===== src/rtl/booth_wallace_mult_16bit_pkg.sv =====
// rtl/booth_wallace_mult_16bit_pkg.sv - shared widths, Booth digit encoding and sign-correction constant
package booth_wallace_mult_16bit_pkg;

  localparam int MULT_W = 16;
  localparam int PROD_W = 32;
  localparam int NUM_PP = MULT_W / 2;

  // Radix-4 Booth digit selected by one recoding triplet
  typedef enum logic [2:0] {
    ZERO,
    POS1,
    POS2,
    NEG1,
    NEG2
  } booth_digit_e;

  // Each row carries its sign bit inverted, which adds 2^(16+2i) per row
  // compared with true sign extension. The rows together add 0x55550000,
  // and this constant is its two's-complement negation modulo 2^32.
  localparam logic [PROD_W-1:0] SIGN_CORR = 32'hAAAB_0000;

endpackage


===== src/rtl/booth_wallace_mult_16bit_if.sv =====
// rtl/booth_wallace_mult_16bit_if.sv - operand/product bundle for the multiplier
interface booth_wallace_mult_16bit_if;
  import booth_wallace_mult_16bit_pkg::*;

  logic [MULT_W-1:0] X;
  logic [MULT_W-1:0] Y;
  logic [PROD_W-1:0] Out;

  modport master (output X, output Y, input Out);
  modport slave  (input X, input Y, output Out);

endinterface


===== src/rtl/booth_wallace_mult_16bit_booth_encoder.sv =====
// rtl/booth_wallace_mult_16bit_booth_encoder.sv - radix-4 Booth triplet decode and 17-bit partial product
module booth_encoder
  import booth_wallace_mult_16bit_pkg::*;
(
  input  logic [2:0]        trip_i,
  input  logic [MULT_W-1:0] x_i,
  output logic              neg_o,
  output logic [MULT_W:0]   pp_o
);

  booth_digit_e    digit;
  logic            one;
  logic            two;
  logic            neg;
  logic [MULT_W:0] mag;

  // Triplet {y[2i+1], y[2i], y[2i-1]} to signed digit; 111 is treated as +0
  always_comb begin
    digit = ZERO;
    case (trip_i)
      3'b000, 3'b111: digit = ZERO;
      3'b001, 3'b010: digit = POS1;
      3'b011:         digit = POS2;
      3'b100:         digit = NEG2;
      3'b101, 3'b110: digit = NEG1;
    endcase
  end

  // Select X or 2X, then one's-complement for negative digits; the +1 goes into the tree
  always_comb begin
    one   = (digit == POS1) || (digit == NEG1);
    two   = (digit == POS2) || (digit == NEG2);
    neg   = (digit == NEG1) || (digit == NEG2);
    mag   = '0;
    if (one) begin
      mag = {x_i[MULT_W-1], x_i};
    end else if (two) begin
      mag = {x_i, 1'b0};
    end
    pp_o  = neg ? ~mag : mag;
    neg_o = neg;
  end

endmodule


===== src/rtl/booth_wallace_mult_16bit_csa.sv =====
// rtl/booth_wallace_mult_16bit_csa.sv - 32-bit carry-save row compressor (3 rows in, 2 rows out)
module carry_save_adder
  import booth_wallace_mult_16bit_pkg::*;
(
  input  logic [PROD_W-1:0] a_i,
  input  logic [PROD_W-1:0] b_i,
  input  logic [PROD_W-1:0] c_i,
  output logic [PROD_W-1:0] sum_o,
  output logic [PROD_W-1:0] carry_o
);

  logic [PROD_W-2:0] co;

  // Top column keeps only its sum; its carry would land above bit 31
  for (genvar b = 0; b < PROD_W; b++) begin : g_bit
    if (b < PROD_W - 1) begin : g_fa
      full_adder u_fa (
        .a_i     (a_i[b]),
        .b_i     (b_i[b]),
        .c_i     (c_i[b]),
        .sum_o   (sum_o[b]),
        .carry_o (co[b])
      );
    end else begin : g_top
      assign sum_o[b] = a_i[b] ^ b_i[b] ^ c_i[b];
    end
  end

  assign carry_o = {co, 1'b0};

endmodule


===== src/rtl/booth_wallace_mult_16bit_full_adder.sv =====
// rtl/booth_wallace_mult_16bit_full_adder.sv - 3:2 compressor cell
module full_adder (
  input  logic a_i,
  input  logic b_i,
  input  logic c_i,
  output logic sum_o,
  output logic carry_o
);

  assign sum_o   = a_i ^ b_i ^ c_i;
  assign carry_o = (a_i & b_i) | (a_i & c_i) | (b_i & c_i);

endmodule


===== src/rtl/booth_wallace_mult_16bit.sv =====
// rtl/booth_wallace_mult_16bit.sv - signed 16x16 Booth/Wallace multiplier with registered product
module booth_wallace_mult_16bit
  import booth_wallace_mult_16bit_pkg::*;
(
  input  logic                         clk,
  input  logic                         rst,
  booth_wallace_mult_16bit_if.slave    mult
);

  logic [PROD_W-1:0] pp_row [NUM_PP];
  logic [NUM_PP-1:0] neg;
  logic [PROD_W-1:0] neg_vec;
  logic [PROD_W-1:0] s1a, c1a, s1b, c1b, s1c, c1c;
  logic [PROD_W-1:0] s2a, c2a, s2b, c2b;
  logic [PROD_W-1:0] s3, c3, s4, c4, s5, c5;
  logic [PROD_W-1:0] out_d;
  logic [PROD_W-1:0] out_q;

  // Eight encoders; each row has its sign bit inverted and is placed at weight 4^i
  for (genvar i = 0; i < NUM_PP; i++) begin : g_pp
    logic [2:0]      trip;
    logic [MULT_W:0] pp;

    if (i == 0) begin : g_first
      assign trip = {mult.Y[1:0], 1'b0};
    end else begin : g_rest
      assign trip = mult.Y[2*i+1 -: 3];
    end

    booth_encoder u_enc (
      .trip_i (trip),
      .x_i    (mult.X),
      .neg_o  (neg[i]),
      .pp_o   (pp)
    );

    assign pp_row[i] = {15'b0, ~pp[MULT_W], pp[MULT_W-1:0]} << (2 * i);
  end

  // Gather the negation +1 bits into one row at weights 2^(2i)
  always_comb begin
    neg_vec = '0;
    for (int i = 0; i < NUM_PP; i++) begin
      neg_vec[2*i] = neg[i];
    end
  end

  // Wallace reduction of 10 rows (8 partial products, neg row, sign correction) to 2
  carry_save_adder u_l1a (.a_i(pp_row[0]), .b_i(pp_row[1]), .c_i(pp_row[2]), .sum_o(s1a), .carry_o(c1a));
  carry_save_adder u_l1b (.a_i(pp_row[3]), .b_i(pp_row[4]), .c_i(pp_row[5]), .sum_o(s1b), .carry_o(c1b));
  carry_save_adder u_l1c (.a_i(pp_row[6]), .b_i(pp_row[7]), .c_i(neg_vec),   .sum_o(s1c), .carry_o(c1c));
  carry_save_adder u_l2a (.a_i(s1a), .b_i(c1a), .c_i(s1b),       .sum_o(s2a), .carry_o(c2a));
  carry_save_adder u_l2b (.a_i(c1b), .b_i(s1c), .c_i(c1c),       .sum_o(s2b), .carry_o(c2b));
  carry_save_adder u_l3  (.a_i(s2a), .b_i(c2a), .c_i(s2b),       .sum_o(s3),  .carry_o(c3));
  carry_save_adder u_l4  (.a_i(s3),  .b_i(c3),  .c_i(c2b),       .sum_o(s4),  .carry_o(c4));
  carry_save_adder u_l5  (.a_i(s4),  .b_i(c4),  .c_i(SIGN_CORR), .sum_o(s5),  .carry_o(c5));

  // Final carry-propagate add; carry-out falls off the 32-bit result
  always_comb begin
    out_d = s5 + c5;
  end

  // Product register, cleared immediately by reset
  always_ff @(posedge clk or posedge rst) begin
    if (rst) begin
      out_q <= '0;
    end else begin
      out_q <= out_d;
    end
  end

  assign mult.Out = out_q;

endmodule


===== src/flat_wrapper.sv =====
// flat-port wrapper written by rule: the top's interface ports become plain ports
module booth_wallace_mult_16bit_flat import booth_wallace_mult_16bit_pkg::*;
  (clk, rst, mult_X, mult_Y, mult_Out);
  booth_wallace_mult_16bit_if mult_i ();
  input  logic clk;
  input  logic rst;
  input wire logic [$bits(mult_i.X)-1:0] mult_X;
  input wire logic [$bits(mult_i.Y)-1:0] mult_Y;
  output wire logic [$bits(mult_i.Out)-1:0] mult_Out;
  assign mult_i.X = mult_X;
  assign mult_i.Y = mult_Y;
  assign mult_Out = mult_i.Out;
  booth_wallace_mult_16bit u_core (.clk(clk), .rst(rst), .mult(mult_i));
endmodule

===== config.mk =====
export PLATFORM = sky130hd
export DESIGN_NAME = booth_wallace_mult_16bit_flat
export DESIGN_NICKNAME = d
export VERILOG_FILES = /design/src/rtl/booth_wallace_mult_16bit_pkg.sv /design/src/rtl/booth_wallace_mult_16bit_if.sv /design/src/rtl/booth_wallace_mult_16bit_booth_encoder.sv /design/src/rtl/booth_wallace_mult_16bit_csa.sv /design/src/rtl/booth_wallace_mult_16bit_full_adder.sv /design/src/rtl/booth_wallace_mult_16bit.sv /design/src/flat_wrapper.sv
export SDC_FILE = /design/constraint.sdc
export NUM_CORES = 1
export LEC_CHECK = 0
export CORE_MARGIN = 2
export CORE_UTILIZATION = 50
export CTS_BUF_LIST = sky130_fd_sc_hd__clkbuf_4 sky130_fd_sc_hd__clkbuf_8
export CTS_CLUSTER_DIAMETER = 200
export DETAILED_ROUTE_END_ITERATION = 6
export HOLD_SLACK_MARGIN = 0.12
export PLACE_DENSITY_LB_ADDON = 0.05
export SYNTH_ARGS = -nofsm -noshare
export SYNTH_HDL_FRONTEND = slang
export SYNTH_SLANG_ARGS = --single-unit

===== constraint.sdc =====
create_clock -name clk -period 1.85 [get_ports clk]
set_input_delay 0.555 -clock clk [delete_from_list [all_inputs] [get_ports clk]]
set_output_delay 0.555 -clock clk [all_outputs]
set_load 0.02 [all_outputs]

==> flow_summary.toml <==
[outcome]
status = "finished with violations"
violations = "setup timing"

[placed_design]
dp.cells = 1917
place.gp.congestion = 0.995
numPortBuffers = 65
dp_hpwl_um = 28400

[timing]
rsz0062_at_grt = "true"
slew_headroom_pct = 69.6
setup_ws_ps = -3580
worstMarginPinSlew_ps = 451
setup_viol = 31
slew_violations = 0
finalHoldViolCount = 0
period_share_pct = 294
fmax_mhz = 184
period_minus_slack_ps = 5430

[clock_tree]
cts_tree = "done"
clock_path_buffers = 2
cts_buffers = 5
cts.sinks = 32
htreeDepth = 2
clk_pin_slew_worst_paths_ps = 80
clockRootBuffer = "clkbuf_8"
hold_buffers = 0

[cells_and_area]
drive_above_1_share_pct = 40.0
final_cell_mix = "buf_4 (309), nand2_1 (136), inv_1 (130)"
diodes = 0
areaGrowthSynthToFinish_pct = 53.1
largest_reg_flops = 32
final_common_cell = "buf_4"
fin_nets = 1959
final-instance-count-excl-fill = 1991

[drt]
via_per_inst = 6.00
drt_pass1_iterations = 6
wl_per_cell_um = 20.4
drtIter0Drc = 909
via_count = 12000
antenna_left = 0
drc = 0
totalWireLength_um = 40700

[run]
max_cap_violations = 0

[yosys]
ys.warnings.count = 0
syn_nets = 1660
ys_async_sr_fraction_pct = 100
ys_ff_latch = 32
synth-edff-count = 0
synth_cell_type_count = 58
syn_inst = 1422
synth_ff_type = "dfrtp_1"
seq_area_frac_synth_pct = 7.73
avgSynthCellArea_um2 = 7.28
synthesis.area_mm2 = 0.0104

[grt]
grt_pass1_vias = 11300
overflow = 0
grt_pass1_wl_um = 60100
antenna_found_initial = 0
grt_usage_pct = 34.6
grt_max_degree = 33

[floorplan]
boundaryPins = 66
die_area_mm2 = 0.0219
coreArea_mm2 = 0.0203
die_x_um = 148
rows = 52
die_h_um = 148
initial_core_util_pct = 51.0

[setup_path]
end_kind = "flip-flop"
timing_worst_setup_path_type = "input pin to flip-flop"
cp_slowest_cell = "fa_1"
cp-start-kind = "input pin"
worstPathArrival_ps = 5620
cp_max_fo = 4
crit_buf_inv = 7
max_stage_delay_ps = 540
cp_common_cell = "ha_4"
worst_ep_required_time_ps = 2030
critical-path-top-delay-family = "adder cells"
worst-path-stages = 25

[min_path]
holdCritPathClass = "input pin to async pin"
==> how the worst max path moves through the flow <==
stage	from	end	slack [ps]
final	mult_Y[4]	u_core.mult.Out[25]	-3580
after global routing	mult_Y[4]	u_core.mult.Out[27]	-3690
after CTS	mult_Y[7]	u_core.mult.Out[31]	-3440
after detailed placement	mult_Y[3]	u_core.mult.Out[26]	-4530
after global placement	mult_Y[3]	u_core.mult.Out[26]	-4450
after floorplan	mult_Y[9]	u_core.mult.Out[31]	-3840
==> synthesized netlist by cell type, types with 23 or more instances <==
master	number	area (um^2)
xor2_1	23	201
ha_1	119	1490
xnor2_1	54	473
o22ai_1	40	250
nand2_1	149	559
a221oi_1	24	210
o21ai_0	156	781
nor2_1	68	255
fa_1	85	1700
a21oi_1	105	526
inv_1	172	646
clkbuf_1	134	503
dfrtp_1	32	801
==> logic make-up (layout without fill, tap and decap cells) <==
family          count (synthesis)  count (layout)  share of synthesized area, %
buf+inv                       325             623                          11.8
compound gates                486             486                          30.1
simple gates                  288             289                          12.1
mux                            10              10                         0.979
fa+ha+maj                     204             204                          30.8
flops                          32              32                          7.73
xor+xnor                       77              77                          6.51
==> metal layers <==
metal	vias up	global-route usage, %	part of all wire [%]
li1	5521	-	-
met1	5689	47.3	41
met2	616	57.5	47
met3	128	3.09	7.2
met4	0	12.2	4.2
met5	-	0	0
==> per-stage QoR <==
step	cell area (um^2)	hold WS, ps	setup TNS [ps]	utilization, %	setup slack, ps
detailed placement	13700	992	-116550	67.5	-4530
global placement	13700	961	-114450	67.5	-4450
finish	15900	653	-89220	78.1	-3580
global route	15900	713	-92500	78.1	-3690
CTS	15300	668	-84930	75.2	-3440
floorplan	11200	671	-91310	-	-3840
==> cell type report <==
cell class / instances / area, um^2
Multi-Input combinational cell: 1066 / 10100
Fill cell: 1375 / 4440
Timing Repair Buffer: 440 / 3860
Sequential cell: 32 / 801
Inverter: 176 / 686
Tap cell: 270 / 338
Clock buffer: 7 / 96.3
==> repair_timing <==
action | CTS | global route
buffers inserted | 55 | 16
pin swaps | 147 | 86
gates cloned | 3 | 0
endpoints found under the setup margin | 31 | 32
gates resized for setup | 341 | 125
Power is left out: the tool's default activity adds up to more than one toggle a clock period on the data nets, which glitch-free logic cannot reach.
